`config.mk`:
```
export PLATFORM = sky130hd
export DESIGN_NAME = eq_band_mixer_flat
export DESIGN_NICKNAME = d
export VERILOG_FILES = /design/src/rtl/eq_band_mixer_pkg.sv /design/src/rtl/eq_band_mixer_if.sv /design/src/rtl/eq_band_mixer_sat.sv /design/src/rtl/eq_band_mixer.sv /design/src/flat_wrapper.sv
export SDC_FILE = /design/constraint.sdc
export NUM_CORES = 1
export LEC_CHECK = 0
export CAP_MARGIN = 5
export CORE_MARGIN = 2
export CORE_UTILIZATION = 55
export DETAILED_ROUTE_END_ITERATION = 16
export HOLD_SLACK_MARGIN = 0.12
export PLACE_DENSITY = 0.87
export SLEW_MARGIN = 20
export SYNTH_ARGS = -nofsm -noshare
export SYNTH_HDL_FRONTEND = slang
export SYNTH_SLANG_ARGS = --single-unit
```
`constraint.sdc`:
```
create_clock -name clk -period 17.81 [get_ports clk]
set_clock_uncertainty 0.05 [all_clocks]
set_input_delay 1.781 -clock clk [delete_from_list [all_inputs] [get_ports clk]]
set_output_delay 1.781 -clock clk [all_outputs]
set_load 0.01 [all_outputs]
```
`src/rtl/eq_band_mixer_pkg.sv`:
```
// Shared types and width helpers for the EQ band mixer.
// Latency: n/a (declarations only).
// Backpressure: n/a.
// Contents: state_t FSM encoding, acc_w() accumulator width, unity() gain of 1.0.
package eq_mix_pkg;

  typedef enum logic [1:0] {
    IDLE = 2'd0,
    MAC  = 2'd1,
    VOL  = 2'd2,
    DONE = 2'd3
  } state_t;

  // Worst case sum of NB products of a W-bit sample and a (GW+1)-bit signed gain.
  function automatic int acc_w(input int w, input int gw, input int nb);
    return w + gw + 1 + $clog2(nb);
  endfunction

  // Gain/volume code for unity (1.0).
  function automatic int unity(input int gw);
    return 1 << (gw - 1);
  endfunction

endpackage

```
`src/rtl/eq_band_mixer_if.sv`:
```
// Band frame in / mixed frame out bus of the EQ band mixer.
// Latency: n/a (wires only).
// Backpressure: band_vld is honoured only while in_rdy=1; otherwise the frame is dropped and overrun flags it.
// master = band-filter side (drives frames, clr_ovr); slave = mixer (drives in_rdy, out_vld, out_data, overrun).
interface eq_band_mixer_if #(
  parameter int W  = 16,
  parameter int NB = 5,
  parameter int CH = 2,
  parameter int GW = 12
);
  logic                 band_vld;
  logic [CH*NB*W-1:0]   band_in;
  logic [NB*GW-1:0]     gain;
  logic [GW-1:0]        volume;
  logic                 in_rdy;
  logic                 out_vld;
  logic [CH*W-1:0]      out_data;
  logic                 overrun;
  logic                 clr_ovr;

  modport master (
    output band_vld, band_in, gain, volume, clr_ovr,
    input  in_rdy, out_vld, out_data, overrun
  );

  modport slave (
    input  band_vld, band_in, gain, volume, clr_ovr,
    output in_rdy, out_vld, out_data, overrun
  );
endinterface

```
`src/rtl/eq_band_mixer_sat.sv`:
```
// eq_sat: signed saturation of an IN_W-bit value to OUT_W bits.
// Latency: combinational.
// Backpressure: none.
// Ports: din (signed IN_W), dout (signed OUT_W, clamped to [-2^(OUT_W-1), 2^(OUT_W-1)-1]).
module eq_sat #(
  parameter int IN_W  = 45,
  parameter int OUT_W = 16
) (
  input  logic signed [IN_W-1:0]  din,
  output logic signed [OUT_W-1:0] dout
);
  localparam logic signed [IN_W-1:0] MAX_V = {{(IN_W-OUT_W+1){1'b0}}, {(OUT_W-1){1'b1}}};
  localparam logic signed [IN_W-1:0] MIN_V = {{(IN_W-OUT_W+1){1'b1}}, {(OUT_W-1){1'b0}}};

  always_comb begin
    dout = din[OUT_W-1:0];
    if (din > MAX_V) begin
      dout = {1'b0, {(OUT_W-1){1'b1}}};
    end else if (din < MIN_V) begin
      dout = {1'b1, {(OUT_W-1){1'b0}}};
    end
  end
endmodule

```
`src/rtl/eq_band_mixer.sv`:
```
// eq_band_mixer: per-band gain, band sum, master volume and saturation for CH channels on one shared multiplier.
// Latency: accept at cycle T -> out_vld at T+CH*(NB+1)+1; one frame in flight, next accept CH*(NB+1)+2 cycles later.
// Backpressure: in_rdy high only in IDLE; band_vld while busy drops the frame and sets sticky overrun.
// Ports: clk, rst_n (async active-low), bus (eq_band_mixer_if.slave).
// Build option: define EQ_VOL_RAMP_EN to slew the applied volume by at most VOL_STEP per accepted frame.
module eq_band_mixer
  import eq_mix_pkg::*;
#(
  parameter int W        = 16,
  parameter int NB       = 5,
  parameter int CH       = 2,
  parameter int GW       = 12,
  parameter int VOL_STEP = 16
) (
  input logic            clk,
  input logic            rst_n,
  eq_band_mixer_if.slave bus
);
  localparam int ACC_W = acc_w(W, GW, NB);
  localparam int P_W   = ACC_W + GW + 1;
  localparam int BW    = (NB > 1) ? $clog2(NB) : 1;
  localparam int CW    = (CH > 1) ? $clog2(CH) : 1;
  localparam logic [BW-1:0] B_LAST = BW'(NB - 1);
  localparam logic [CW-1:0] C_LAST = CW'(CH - 1);

  state_t                    state;
  logic [CH*NB*W-1:0]        band_r;
  logic [NB*GW-1:0]          gain_r;
  logic [GW-1:0]             vol_r;
  logic signed [ACC_W-1:0]   acc;
  logic [BW-1:0]             b_idx;
  logic [CW-1:0]             c_idx;
  logic                      in_rdy_r;
  logic                      out_vld_r;
  logic [CH*W-1:0]           out_data_r;
  logic                      overrun_r;

  logic [GW-1:0]             vol_load;
  logic signed [W-1:0]       samp;
  logic [GW-1:0]             g_sel;
  logic signed [ACC_W-1:0]   t_val;
  logic signed [ACC_W-1:0]   op_a;
  logic signed [GW:0]        op_b;
  logic signed [P_W-1:0]     prod;
  logic signed [P_W-1:0]     v_val;
  logic signed [W-1:0]       sat_out;

`ifdef EQ_VOL_RAMP_EN
  localparam logic [GW-1:0] STEP = GW'(VOL_STEP);
  logic [GW-1:0] vol_eff;
  logic [GW-1:0] vol_next;

  // Move toward the requested volume by at most STEP; the new value applies to the frame being accepted.
  always_comb begin
    vol_next = vol_eff;
    if (bus.volume > vol_eff) begin
      vol_next = ((bus.volume - vol_eff) > STEP) ? (vol_eff + STEP) : bus.volume;
    end else begin
      vol_next = ((vol_eff - bus.volume) > STEP) ? (vol_eff - STEP) : bus.volume;
    end
  end

  always_ff @(posedge clk or negedge rst_n) begin
    if (!rst_n) begin
      vol_eff <= '0;
    end else if (state == IDLE && bus.band_vld) begin
      vol_eff <= vol_next;
    end
  end

  assign vol_load = vol_next;
`else
  // The slew step has no effect without the ramp.
  localparam int unused_vol_step = VOL_STEP;
  assign vol_load = bus.volume;
`endif

  // Shared multiplier: sample x band gain in MAC, scaled sum x volume in VOL.
  assign samp  = band_r[(int'(c_idx)*NB + int'(b_idx))*W +: W];
  assign g_sel = gain_r[int'(b_idx)*GW +: GW];
  assign t_val = acc >>> (GW - 1);
  assign op_a  = (state == VOL) ? t_val : $signed({{(ACC_W-W){samp[W-1]}}, samp});
  assign op_b  = (state == VOL) ? $signed({1'b0, vol_r}) : $signed({1'b0, g_sel});
  assign prod  = P_W'(op_a) * P_W'(op_b);
  assign v_val = prod >>> (GW - 1);

  eq_sat #(.IN_W(P_W), .OUT_W(W)) u_sat (
    .din  (v_val),
    .dout (sat_out)
  );

  always_ff @(posedge clk or negedge rst_n) begin
    if (!rst_n) begin
      state      <= IDLE;
      band_r     <= '0;
      gain_r     <= '0;
      vol_r      <= '0;
      acc        <= '0;
      b_idx      <= '0;
      c_idx      <= '0;
      in_rdy_r   <= 1'b1;
      out_vld_r  <= 1'b0;
      out_data_r <= '0;
      overrun_r  <= 1'b0;
    end else begin
      out_vld_r <= 1'b0;
      // Clear has priority so software never loses a clear to a simultaneous overrun.
      if (bus.clr_ovr) begin
        overrun_r <= 1'b0;
      end else if (bus.band_vld && !in_rdy_r) begin
        overrun_r <= 1'b1;
      end

      case (state)
        IDLE: begin
          if (bus.band_vld) begin
            band_r   <= bus.band_in;
            gain_r   <= bus.gain;
            vol_r    <= vol_load;
            acc      <= '0;
            b_idx    <= '0;
            c_idx    <= '0;
            in_rdy_r <= 1'b0;
            state    <= MAC;
          end
        end
        MAC: begin
          acc <= acc + $signed(prod[ACC_W-1:0]);
          if (b_idx == B_LAST) begin
            state <= VOL;
          end else begin
            b_idx <= b_idx + 1'b1;
          end
        end
        VOL: begin
          out_data_r[int'(c_idx)*W +: W] <= sat_out;
          acc   <= '0;
          b_idx <= '0;
          if (c_idx == C_LAST) begin
            out_vld_r <= 1'b1;
            state     <= DONE;
          end else begin
            c_idx <= c_idx + 1'b1;
            state <= MAC;
          end
        end
        DONE: begin
          in_rdy_r <= 1'b1;
          state    <= IDLE;
        end
        default: state <= IDLE;
      endcase
    end
  end

  assign bus.in_rdy   = in_rdy_r;
  assign bus.out_vld  = out_vld_r;
  assign bus.out_data = out_data_r;
  assign bus.overrun  = overrun_r;

endmodule

```
`src/flat_wrapper.sv`:
```
// flat-port wrapper written by rule: the top's interface ports become plain ports
module eq_band_mixer_flat import eq_mix_pkg::*;
#(
  parameter int W        = 16,
  parameter int NB       = 5,
  parameter int CH       = 2,
  parameter int GW       = 12,
  parameter int VOL_STEP = 16
)
  (clk, rst_n, bus_band_vld, bus_band_in, bus_gain, bus_volume, bus_clr_ovr, bus_in_rdy, bus_out_vld, bus_out_data, bus_overrun);
  eq_band_mixer_if #(.W(W), .NB(NB), .CH(CH), .GW(GW)) bus_i ();
  input logic clk;
  input logic rst_n;
  input wire logic [$bits(bus_i.band_vld)-1:0] bus_band_vld;
  input wire logic [$bits(bus_i.band_in)-1:0] bus_band_in;
  input wire logic [$bits(bus_i.gain)-1:0] bus_gain;
  input wire logic [$bits(bus_i.volume)-1:0] bus_volume;
  input wire logic [$bits(bus_i.clr_ovr)-1:0] bus_clr_ovr;
  output wire logic [$bits(bus_i.in_rdy)-1:0] bus_in_rdy;
  output wire logic [$bits(bus_i.out_vld)-1:0] bus_out_vld;
  output wire logic [$bits(bus_i.out_data)-1:0] bus_out_data;
  output wire logic [$bits(bus_i.overrun)-1:0] bus_overrun;
  assign bus_i.band_vld = bus_band_vld;
  assign bus_i.band_in = bus_band_in;
  assign bus_i.gain = bus_gain;
  assign bus_i.volume = bus_volume;
  assign bus_i.clr_ovr = bus_clr_ovr;
  assign bus_in_rdy = bus_i.in_rdy;
  assign bus_out_vld = bus_i.out_vld;
  assign bus_out_data = bus_i.out_data;
  assign bus_overrun = bus_i.overrun;
  eq_band_mixer #(.W(W), .NB(NB), .CH(CH), .GW(GW), .VOL_STEP(VOL_STEP)) u_core (.clk(clk), .rst_n(rst_n), .bus(bus_i));
endmodule
```
# Word-level counts from Yosys, hierarchy flattened
# Cells that the tools add are included.
# op_classes
n_addsub	5
mul	3
magnitude_cmp	2
n_eq_ne	7
n_shift	4
muxes	22
n_reduce_logical	13
# ops
op	count
variable part select 160 x 32 -> 16 bit	1
one-hot mux 32 bit (3 select lines)	1
two-way mux 32 bit	2
variable part select 60 x 32 -> 12 bit	1
multiplier 32 x 13 -> 45 bit	1
> comparator 34 x 16 -> 1 bit (second input constant)	1
less-than comparator 34 x 16 -> 1 bit (second input constant)	1
negation 5 -> 33 bit	1
variable shift 16 x 33 -> 32 bit (first input constant)	1
variable part select 16 x 33 -> 32 bit	1
adder 32 bit	1
bitwise mux 32 bit	1
two-way mux 16 bit	2
adder 28 x 4 -> 28 bit	1
two-way mux 12 bit	1
AND reduction 2 bit	5
one-hot mux 3 bit (3 select lines)	1
one-hot mux 2 bit (4 select lines)	1
two-way mux 1 bit	6
two-way mux 2 bit	3
two-way mux 3 bit	2
nonzero test 2 bit	3
multiplier 3 x 2 -> 5 bit (second input constant)	1
== test 2 bit (second input constant)	2
13 further kinds	15
# word_totals
ff_bits	305
input_bits	236
out_inout_bits	35
wordCells	67

# Logic depth before layout (Yosys ltp)
# Gate-level depths: netlist of run 1.
# logic_depth
depth_word	10
ltp_mapped	41
depth_no_buf	38

# Hierarchy
# Synthesis of run 1 repeated with hierarchy kept, for this count alone.
# hier_totals
cells_unflattened	2326
hier_area_um2	24740.0
# by_module_without_submodules
module	n_inst	cells_each	area_each_um2	seq_area_each_um2
eq_band_mixer	1	2266	24260.8	7633.6
eq_sat	1	60	479.2	0.0

# Least setup slack after synthesis of run 1
# Ideal clock, no wire load.
# synth_path
kind	register -> register
start	register u_core.c_idx
end	register u_core.acc[29]
setup_ns	0.126
arrival_time_ns	9.309
required_time_ns	17.634
setup_slack_ns	8.325
path_stages_with_launch	37
n_path_buf	4
period_less_slack_ns	9.485
path_cell_list	dfrtp_1 -> ha_1 -> clkbuf_1 -> buf_2 -> buf_2 -> mux4_2 -> nand3_1 -> o211ai_1 -> o21ai_1 -> inv_1 -> nand2_1 -> fa_1 -> fa_1 -> inv_1 -> fa_1 -> fa_1 -> inv_1 -> fa_1 -> inv_1 -> ha_1 -> buf_4 -> a21o_1 -> a221oi_1 -> o21ai_0 -> or2_2 -> a31oi_1 -> o21ai_0 -> xor2_1 -> ha_1 -> nor2b_1 -> or2_2 -> a2bb2oi_1 -> o21ai_0 -> o41ai_1 -> a21oi_1 -> mux2i_1 -> a221o_1
# synth_via
elab_chain_cells	7
# synth_rtl
element	line_no	source
start, declared	eq_band_mixer.sv:32	logic [CW-1:0] c_idx;
start signal, assigned	eq_band_mixer.sv:143	c_idx <= c_idx + 1'b1;
multiplier 1 x 3 -> 4 bit	eq_band_mixer.sv:79	assign samp = band_r[(int'(c_idx)*NB + int'(b_idx))*W +: W];
adder 28 x 4 -> 28 bit	eq_band_mixer.sv:79	
variable part select 160 x 32 -> 16 bit	eq_band_mixer.sv:79	
two-way mux 32 bit	eq_band_mixer.sv:82	assign op_a = (state == VOL) ? t_val : $signed({{(ACC_W-W){samp[W-1]}}, samp});
multiplier 32 x 13 -> 45 bit	eq_band_mixer.sv:84	assign prod = P_W'(op_a) * P_W'(op_b);
adder 32 bit	eq_band_mixer.sv:128	acc <= acc + $signed(prod[ACC_W-1:0]);
one-hot mux 32 bit (3 select lines)	eq_band_mixer.sv:114	case (state)
end signal, assigned	eq_band_mixer.sv:128	
end, declared	eq_band_mixer.sv:30	logic signed [ACC_W-1:0] acc;
# No other way between the ends.
# A chain may end at the register's enable or synchronous reset.

# Worst setup path after layout of run 1
# Ends and elaborated chain as after synthesis.

==> results of run 1 <==
==> routing by layer <==
metal | global-route usage | vias to the layer above | share of wire
li1 | - | 8565 | -
met1 | 0.387 | 9735 | 0.39
met2 | 0.520 | 863 | 0.49
met3 | 0.0597 | 185 | 0.075
met4 | 0.136 | 0 | 0.045
met5 | 0 | - | 0
==> sequential cells by signal, summed over array words and instances (netlist names) <==
signal and flops:
u_core.c_idx 1, u_core.vol_r 12, u_core.b_idx 3, u_core.band_r 160, u_core.bus.out_vld 1, u_core.bus.overrun 1, u_core.bus.in_rdy 1, u_core.state 2
u_core.bus.out_data 32, u_core.gain_r 60, u_core.acc 32
==> per-stage QoR <==
| stage | hold slack [ns] | cell area (sq um) |
|---|---|---|
| global route | 0.461 | 29400 |
| global placement | 0.419 | 28300 |
| detailed placement | 0.429 | 28300 |
| CTS | 0.443 | 29400 |
| finish | 0.441 | 29400 |
| floorplan | 0.406 | 25100 |
==> cell families (layout without fill, tap and decap cells) <==
family / Yosys count / in the layout / share of synthesized area
XOR/XNOR: 51 / 51 / 0.0178
buffers and inverters: 481 / 719 / 0.0746
flip-flops: 305 / 305 / 0.304
AND/OR/NAND/NOR: 577 / 577 / 0.101
AO/OA/AOI/OAI: 374 / 374 / 0.103
adder cells (fa/ha/maj): 352 / 352 / 0.246
other: 0 / 1 / 0
multiplexers: 307 / 307 / 0.153
==> worst reg2reg max path: cells and delay by family (launching register included) <==
family | cells | cell delay [ns]
adders and majority gates | 8 | 4.34
DFF | 1 | 0.46
AOI/OAI and AO/OA | 11 | 2.77
buffers and inverters | 2 | 0.13
muxes | 3 | 1.70
and+or+nand+nor | 5 | 1.25
xor gates and xnor gates | 1 | 0.41
==> worst paths after layout <==
check / start / end / cells past startpoint
max: u_core.c_idx$_DFFE_PN0P_ / u_core.acc[29]$_DFFE_PN0P_ / 30
min: u_core.acc[9]$_DFFE_PN0P_ / u_core.acc[9]$_DFFE_PN0P_ / 2
max reg2reg: u_core.c_idx$_DFFE_PN0P_ / u_core.acc[29]$_DFFE_PN0P_ / 30
min reg2reg: u_core.acc[9]$_DFFE_PN0P_ / u_core.acc[9]$_DFFE_PN0P_ / 2
max in group asynchronous: rst_n / u_core.gain_r[22]$_DFFE_PN0P_ / 2
min in group asynchronous: rst_n / u_core.band_r[98]$_DFFE_PN0P_ / 1
==> placed cells by master, fill, tap and decap left out, types with 25 or more instances in the layout <==
cell and instances:
sky130_fd_sc_hd__nand2b_1 32, sky130_fd_sc_hd__o21ai_0 75, sky130_fd_sc_hd__ha_1 115, sky130_fd_sc_hd__xor2_1 26, sky130_fd_sc_hd__a21o_1 25, sky130_fd_sc_hd__nand3_1 30, sky130_fd_sc_hd__mux4_2 39, sky130_fd_sc_hd__mux2_2 230
sky130_fd_sc_hd__nor2_1 214, sky130_fd_sc_hd__clkbuf_16 34, sky130_fd_sc_hd__clkdlybuf4s50_1 269, sky130_fd_sc_hd__xnor2_1 25, sky130_fd_sc_hd__fa_1 235, sky130_fd_sc_hd__dfrtp_1 304, sky130_fd_sc_hd__a21oi_1 90, sky130_fd_sc_hd__inv_1 358
sky130_fd_sc_hd__nand2_1 216, sky130_fd_sc_hd__mux2i_1 38, sky130_fd_sc_hd__buf_4 29
==> layout make-up <==
type | count | area [sq um] | area share
inverter | 358 | 1340 | 0.0457
timing repair buffer | 302 | 2980 | 0.101
sequential | 305 | 7630 | 0.259
multi-input combinational | 1661 | 15600 | 0.531
clock buffer | 44 | 908 | 0.0309
clock inverter | 15 | 166 | 0.00566
tap | 600 | 751 | 0.0255
antenna | 1 | 2.50 | 0.0000850
==> results.txt, run 1 <==
----------------------------------------------------
[Clock tree]
  Clock-pin transition on the worst setup and hold timing paths ... 0.06 ns
  Num CTS Buffers ... 34
  Bufs on Longest Clock Path ... 3
  Number of sinks on the clock net ... 305
  Count of hold-fix buffers inserted at cts ... 0
  Clock Latency Late Sink ... 0.56 ns
  Buffer count from post-CTS setup fixing ... 0
  TritonCTS clock tree ... yes
  H-tree levels ... 2
  Post-cts resize count ... 0
  CTS Root Buffer Type ... sky130_fd_sc_hd__clkbuf_16

[Global routing]
  Number of antenna violations at the first check in global routing ... 0
  Global-route wire length before repair ... 114,000 um
  Vias in the first global route ... 21,000
  Maximum number of pins on one net before global-route repair ... 171
  Overflow left after global routing ... 0
  Gr usage total ... 0.308

[Critical path]
  Cell family with most CP delay ... adder cells
  Flop-to-flop setup slack ... 6.63 ns
  Kind of end point of the critical path ... flip-flop
  Delay of the slowest critical-path stage ... 0.98 ns
  CP Data Arrival Time ... 11.58 ns
  Number of buffer and inverter instances along the worst setup path ... 2
  Worst-path fanout max ... 53
  Crit path kind ... reg2reg
  Nature of the critical path startpoint ... flip-flop
  Slowest CP cell ... sky130_fd_sc_hd__ha_4
  Dominant cell type by count on the critical path ... sky130_fd_sc_hd__fa_1
  Worst EP required ... 18.20 ns

[Final layout]
  FILL cells ... 3,377
  Share of cells above drive strength 1 ... 0.151
  Non-filler instance count after layout ... 3,286
  Final #Nets ... 3,250
  Finished Core Util ... 0.651
  Area Growth Syn to Fin ... 17.3%

[Place]
  Sum of net half-perimeters after detailed placement ... 53,300 um
  Number of cells after detailed placement ... 3,225
  Placer congestion estimate ... 0.975
  Count of buffers from port buffering ... 270
  Post-placement setup slack ... 6.87 ns

[Timing]
  Post-route setup TNS ... 0 ns
  Maximum achievable frequency ... 89.4 MHz
  Unrepaired setup endpoints after global routing ... false
  Final critical-path setup slack ... 6.63 ns
  Setup-failing EPs final ... 0
  Final critical path time including I/O delays and setup ... 11.18 ns
  Final hold violation count ... 0
  Final slew viol count ... 0
  Normalized max-slew margin ... 0.253
  Share of the clock period used by the worst path after layout ... 0.628
  Worst Max-Slew Pin Slew ... 1.09 ns

[Logic synthesis]
  Number of enable flip-flop cells after synthesis ... 0
  Leading register cell type out of synthesis ... sky130_fd_sc_hd__dfrtp_1
  Number of flip-flops and latches in the synthesized netlist ... 305
  Largest area contributor in the netlist ... sky130_fd_sc_hd__dfrtp_1
  Area share of the largest cell type after synthesis ... 0.303
  Proportion of register bits with asynchronous set or reset after synthesis ... 1.00
  Area contributors post-synth ... sky130_fd_sc_hd__dfrtp_1, sky130_fd_sc_hd__fa_1, sky130_fd_sc_hd__mux2_2, sky130_fd_sc_hd__ha_1, sky130_fd_sc_hd__inv_1
  Netlist cell types ... 78
  Average size of a mapped cell ... 10.3 sq um
  Syn. warnings ... 0
  Netlist Area Pre-Place ... 0.0251 sq mm
  Commonest cells in the synthesized netlist ... sky130_fd_sc_hd__inv_1, sky130_fd_sc_hd__dfrtp_1, sky130_fd_sc_hd__fa_1
  Share of the yosys chip area belonging to registers ... 0.304
  Most common cell in the synthesized netlist ... sky130_fd_sc_hd__inv_1
  Cells after Synth ... 2,447
  Synthesized net count ... 3,035

[Drt]
  Drt first pass iters ... 8
  Via count ... 19,300
  Post-route antenna net violation count ... 0
  Drc violations ... 0
  Via density per instance ... 5.89
  Initial detailed-routing violation count ... 1,603
  Total wire length ... 70,300 um
  WL per Instance ... 21.4 um

[Run status]
  Status ... finished, final reports clean

[Floorplanning]
  Vertical extent of the die ... 218 um
  Chip Width ... 218 um
  Number of ports placed on the die boundary ... 271
  Placement row count ... 78
  Total die area ... 0.0473 sq mm
  CORE AREA ... 0.0452 sq mm
  Initial Util ... 0.555

[Min path]
  Hold WC Path Type ... reg2reg

[Job]
  Max-Cap Viols ... 0

----------------------------------------------------
Power of run 1 is left out: the tool's default activity adds up to more than one toggle a clock period on the data nets, which glitch-free logic cannot reach.
==> run 2: changes to the inputs <==
clock period = 11.55 ns   (was 17.81 ns; I/O delays follow)
==> results.txt, run 2 (synthesized netlist as in run 1, its figures left out) <==
----------------------------------------------------
[Place]
  Count of buffers from port buffering ... 270 (unchanged)
  Placed cell areas ... 0.0283 sq mm (about the same)
  Post-placement setup slack ... 0.716 ns (-6.16 ns)
  Placer congestion estimate ... 0.985 (+1.1%)
  Sum of net half-perimeters after detailed placement ... 53,500 um (+0.35%)

[Global routing]
  Overflow left after global routing ... 0 (unchanged)
  Global-route wire length before repair ... 114,000 um (+0.59%)
  Maximum number of pins on one net before global-route repair ... 237 (+39%)
  Gr usage total ... 0.311 (+0.00245)
  Grt met3 use ... 0.0651 (+0.00544)
  Number of antenna violations at the first check in global routing ... 0 (unchanged)
  GRT met1 Usage ... 0.385 (-0.00148)
  Vias in the first global route ... 21,000 (+0.043%)
  Most crowded layer after global routing ... met2
  Met2 usage in global routing ... 0.527 (+0.00754)

[Final layout]
  Multi-input logic area ... 0.0156 sq mm (about the same)
  Summed area of non-filler cells in the final layout ... 0.0295 sq mm (+0.34%)
  Register area ... 0.00763 sq mm (unchanged)
  Final #Nets ... 3,254 (+0.12%)
  Area Growth Syn to Fin ... 17.7%
  Most frequent standard cell in the layout excluding fill and tap cells ... sky130_fd_sc_hd__inv_1
  Largest register FFs ... 160 (unchanged)
  FILL cells ... 3,391 (+0.41%)
  Register containing the most flip-flops in the final layout ... u_core.band_r
  Registers with the most flip-flops ... u_core.band_r (160), u_core.gain_r (60)
  Top library cells by usage in the layout, fill and taps aside ... sky130_fd_sc_hd__inv_1, sky130_fd_sc_hd__dfrtp_1, sky130_fd_sc_hd__clkdlybuf4s50_1
  Share of cells above drive strength 1 ... 0.153 (+0.00206)
  Count of antenna diodes in the layout ... 0 (-1)

[Timing]
  Worst hold slack ... 0.430 ns (-0.0105 ns)
  Normalized max-slew margin ... 0.258 (+0.00550)
  Setup-failing EPs final ... 0 (unchanged)
  Worst Max-Slew Pin Slew ... 1.11 ns (+0.0229 ns)
  Share of the clock period used by the worst path after layout ... 0.936 (+0.309)
  Unrepaired setup endpoints after global routing ... false
  Maximum achievable frequency ... 92.5 MHz (+3.4%)
  Final critical path time including I/O delays and setup ... 10.82 ns (-0.367 ns)
  Final hold violation count ... 0 (unchanged)
  Post-route setup TNS ... 0 ns (unchanged)
  Final critical-path setup slack ... 0.734 ns (-5.89 ns)
  Final slew viol count ... 0 (unchanged)

[Critical path]
  Delay of the slowest critical-path stage ... 0.66 ns (-0.32 ns)
  CP Data Arrival Time ... 11.20 ns (-0.38 ns)
  Nature of the critical path startpoint ... flip-flop
  Kind of end point of the critical path ... flip-flop
  Slowest CP cell ... sky130_fd_sc_hd__mux2i_1
  Flop-to-flop setup slack ... 0.73 ns (-5.89 ns)
  Worst EP required ... 11.94 ns (-6.26 ns)
  Worst-path fanout max ... 21 (-60%)
  Crit path kind ... reg2reg

[Floorplanning]
  Total die area ... 0.0473 sq mm (unchanged)
  CORE AREA ... 0.0452 sq mm (unchanged)
  Number of ports placed on the die boundary ... 271 (unchanged)
  Vertical extent of the die ... 218 um (unchanged)
  Chip Width ... 218 um (unchanged)
  Initial Util ... 0.555 (unchanged)
  Placement row count ... 78 (unchanged)

[Clock tree]
  CTS Root Buffer Type ... sky130_fd_sc_hd__clkbuf_16
  Num CTS Buffers ... 35 (+2.9%)
  Count of hold-fix buffers inserted at cts ... 0 (unchanged)
  H-tree levels ... 2 (unchanged)
  TritonCTS clock tree ... yes
  Number of sinks on the clock net ... 305 (unchanged)
  Clock-pin transition on the worst setup and hold timing paths ... 0.06 ns (about the same)
  Clock Latency Late Sink ... 0.57 ns (about the same)
  Bufs on Longest Clock Path ... 3 (unchanged)

[Drt]
  Drc violations ... 0 (unchanged)
  Via density per instance ... 5.88 (-0.18%)
  Initial detailed-routing violation count ... 1,742 (+8.7%)
  Total wire length ... 70,500 um (+0.40%)
  Drt first pass iters ... 5 (-3)
  Via count ... 19,300 (-0.12%)
  Post-route antenna net violation count ... 0 (unchanged)
  WL per Instance ... 21.5 um (+0.33%)

[Job]
  Max-Cap Viols ... 0 (unchanged)

[Min path]
  Hold WC Path Type ... reg2reg

[Run status]
  Status ... finished, final reports clean

----------------------------------------------------
[run 2: worst max-delay path, delay by kind of cell, from the launching register on]
kind,cells,cell delay [ns]
adder cells (fa/ha/maj),8,3.91
multiplexers,3,1.35
buffers and inverters,6,0.71
AO/OA/AOI/OAI,15,3.62
AND/OR/NAND/NOR,1,0.12
flip-flops,1,0.45
XOR/XNOR,1,0.45
[run 2: per-stage QoR]
| stage | utilization | std cells |
|---|---|---|
| 6_report | 0.653 | 3288 |
| 4_1_cts | 0.652 | 3286 |
| 2_1_floorplan | - | 2447 |
| 3_3_place_gp | 0.627 | 3227 |
| 5_1_grt | 0.653 | 3288 |
| 3_5_place_dp | 0.627 | 3227 |
[run 2: repair_timing]
item / CTS / global route
setup buffers: 0 / 1
setup endpoints to repair: 0 / 2
resized for setup: 0 / 1
[run 2: final cells by class]
| cell class | instances | share of cell area |
|---|---|---|
| Timing Repair Buffer | 305 | 0.102 |
| Clock inverter | 10 | 0.00381 |
| Sequential cell | 305 | 0.259 |
| Tap cell | 600 | 0.0254 |
| Clock buffer | 49 | 0.0345 |
| Inverter | 358 | 0.0455 |
| Multi-Input combinational cell | 1661 | 0.530 |
[run 2: layer usage]
layer / up-vias / wire length [um]
li1: 8554 / -
met1: 9728 / 26900
met2: 850 / 34900
met3: 193 / 5440
met4: 0 / 3320
met5: - / 0
[run 2: path summary, 6_finish.rpt]
kind	startpoint	endpoint	cells past startpoint
max in group asynchronous	rst_n	u_core.gain_r[22]$_DFFE_PN0P_	3
min in group asynchronous	rst_n	u_core.band_r[72]$_DFFE_PN0P_	1
worst max-delay path	u_core.c_idx$_DFFE_PN0P_	u_core.acc[29]$_DFFE_PN0P_	34
worst min register to register	u_core.bus.out_data[31]$_DFFE_PN0P_	u_core.bus.out_data[31]$_DFFE_PN0P_	2
worst max register to register	u_core.c_idx$_DFFE_PN0P_	u_core.acc[29]$_DFFE_PN0P_	34
worst min-delay path	u_core.bus.out_data[31]$_DFFE_PN0P_	u_core.bus.out_data[31]$_DFFE_PN0P_	2
Power of run 2 is left out for the same reason.
==> run 3: changes to the inputs <==
CAP_MARGIN = 25   (was 5)
==> results.txt, run 3 (synthesized netlist as in run 1, its figures left out) <==
----------------------------------------------------
[Critical path]
  Slowest CP cell ... sky130_fd_sc_hd__mux2i_1
  Worst-path fanout max ... 21 (unchanged)
  Kind of end point of the critical path ... flip-flop
  Delay of the slowest critical-path stage ... 0.62 ns (-0.04 ns)
  Crit path kind ... reg2reg
  Worst EP required ... 11.94 ns (about the same)
  Nature of the critical path startpoint ... flip-flop
  CP Data Arrival Time ... 11.16 ns (-0.04 ns)

[Final layout]
  Multi-input logic area ... 0.0157 sq mm (about the same)
  Count of antenna diodes in the layout ... 0 (unchanged)
  FILL cells ... 3,387 (-0.12%)
  Largest register FFs ... 160 (unchanged)
  Registers with the most flip-flops ... u_core.band_r (160), u_core.gain_r (60)
  Finished Core Util ... 0.654 (about the same)
  Area Growth Syn to Fin ... 17.8% (about the same)
  Register area ... 0.00763 sq mm (unchanged)
  Top library cells by usage in the layout, fill and taps aside ... sky130_fd_sc_hd__inv_1, sky130_fd_sc_hd__dfrtp_1, sky130_fd_sc_hd__clkdlybuf4s50_1
  Share of cells above drive strength 1 ... 0.154 (+0.000687)
  Most frequent standard cell in the layout excluding fill and tap cells ... sky130_fd_sc_hd__inv_1
  Final #Nets ... 3,255 (+0.031%)
  Register containing the most flip-flops in the final layout ... u_core.band_r

[Floorplanning]
  CORE AREA ... 0.0452 sq mm (unchanged)
  Vertical extent of the die ... 218 um (unchanged)
  Placement row count ... 78 (unchanged)
  Initial Util ... 0.555 (unchanged)
  Total die area ... 0.0473 sq mm (unchanged)
  Number of ports placed on the die boundary ... 271 (unchanged)
  Chip Width ... 218 um (unchanged)

[Timing]
  Worst Max-Slew Pin Slew ... 1.02 ns (-0.0899 ns)
  Post-route setup TNS ... 0 ns (unchanged)
  Setup-failing EPs final ... 0 (unchanged)
  Final critical path time including I/O delays and setup ... 10.77 ns (-0.0447 ns)
  Unrepaired setup endpoints after global routing ... false
  Normalized max-slew margin ... 0.315 (+0.0570)
  Final hold violation count ... 0 (unchanged)
  Final slew viol count ... 0 (unchanged)
  Share of the clock period used by the worst path after layout ... 0.933 (-0.00387)
  Maximum achievable frequency ... 92.8 MHz (+0.42%)

[Drt]
  Drt first pass iters ... 6 (+1)
  Total wire length ... 70,300 um (-0.40%)
  WL per Instance ... 21.4 um (-0.43%)
  Via density per instance ... 5.87 (about the same)
  Drc violations ... 0 (unchanged)
  Post-route antenna net violation count ... 0 (unchanged)
  Initial detailed-routing violation count ... 1,734 (-0.46%)
  Via count ... 19,300 (-0.047%)

[Run status]
  Status ... finished, final reports clean

[Clock tree]
  TritonCTS clock tree ... yes
  Bufs on Longest Clock Path ... 3 (unchanged)
  Num CTS Buffers ... 35 (unchanged)
  Clock Latency Late Sink ... 0.57 ns (about the same)
  Clock-pin transition on the worst setup and hold timing paths ... 0.06 ns (about the same)
  CTS Root Buffer Type ... sky130_fd_sc_hd__clkbuf_16
  Number of sinks on the clock net ... 305 (unchanged)
  Count of hold-fix buffers inserted at cts ... 0 (unchanged)
  H-tree levels ... 2 (unchanged)

[Global routing]
  Gr usage total ... 0.311 (unchanged)
  Maximum number of pins on one net before global-route repair ... 237 (unchanged)
  Global-route wire length before repair ... 114,000 um (unchanged)
  Overflow left after global routing ... 0 (unchanged)
  Number of antenna violations at the first check in global routing ... 0 (unchanged)
  Vias in the first global route ... 21,000 (unchanged)

[Place]
  Placer congestion estimate ... 0.985 (unchanged)
  Count of buffers from port buffering ... 270 (unchanged)
  Sum of net half-perimeters after detailed placement ... 53,500 um (unchanged)

[Min path]
  Hold WC Path Type ... reg2reg

[Job]
  Max-Cap Viols ... 0 (unchanged)

----------------------------------------------------
run 3: layout make-up:
type	count	area share
flip-flops and latches	305	0.258
inverters	358	0.0455
clock inverters	10	0.00381
clock buffers	49	0.0345
repair buffers	306	0.103
multi-input cells	1661	0.530
well taps	600	0.0254
run 3: critical path: cells and delay by family (launching register included):
kind	cells	cell delay, ns
mux	3	1.32
flops	1	0.45
fa+ha+maj	8	3.91
buf+inv	6	0.71
simple gates	1	0.14
xor+xnor	1	0.45
compound gates	15	3.60
run 3: timing repair:
action / 4_1_cts / 5_1_grt
gates resized for setup: 0 / 2
buffers inserted: 0 / 1
endpoints found under the setup margin: 0 / 2
hold endpoints to repair: 0 / 0
run 3: through the flow:
step / hold slack, ns / std cells / setup WS, ns / cell area (sq um)
after global placement: 0.419 / 3227 / 0.935 / 28300
after CTS: 0.439 / 3286 / 0.582 / 29500
after detailed placement: 0.426 / 3227 / 0.716 / 28300
after global routing: 0.464 / 3289 / 0.209 / 29500
after floorplan: 0.406 / 2447 / 2.07 / 25100
final: 0.430 / 3289 / 0.779 / 29500
run 3: worst paths after layout:
kind / start / endpoint / slack (ns) / cells after the start
setup / recovery: u_core.c_idx$_DFFE_PN0P_ / u_core.acc[29]$_DFFE_PN0P_ / 0.78 / 34
hold / removal: u_core.bus.out_data[31]$_DFFE_PN0P_ / u_core.bus.out_data[31]$_DFFE_PN0P_ / 0.43 / 2
setup reg to reg: u_core.c_idx$_DFFE_PN0P_ / u_core.acc[29]$_DFFE_PN0P_ / 0.78 / 34
hold reg to reg: u_core.bus.out_data[31]$_DFFE_PN0P_ / u_core.bus.out_data[31]$_DFFE_PN0P_ / 0.43 / 2
max in group asynchronous: rst_n / u_core.gain_r[22]$_DFFE_PN0P_ / 8.76 / 3
min in group asynchronous: rst_n / u_core.band_r[72]$_DFFE_PN0P_ / 0.58 / 1
run 3: layer usage:
metal,vias up,track usage,wire length (um),share of wire
met5,-,0,0,0
met4,0,0.133,3220,0.046
met3,186,0.0651,5300,0.075
met2,796,0.527,35000,0.50
met1,9770,0.385,26800,0.38
li1,8564,-,-,-
Power of run 3 is left out for the same reason.
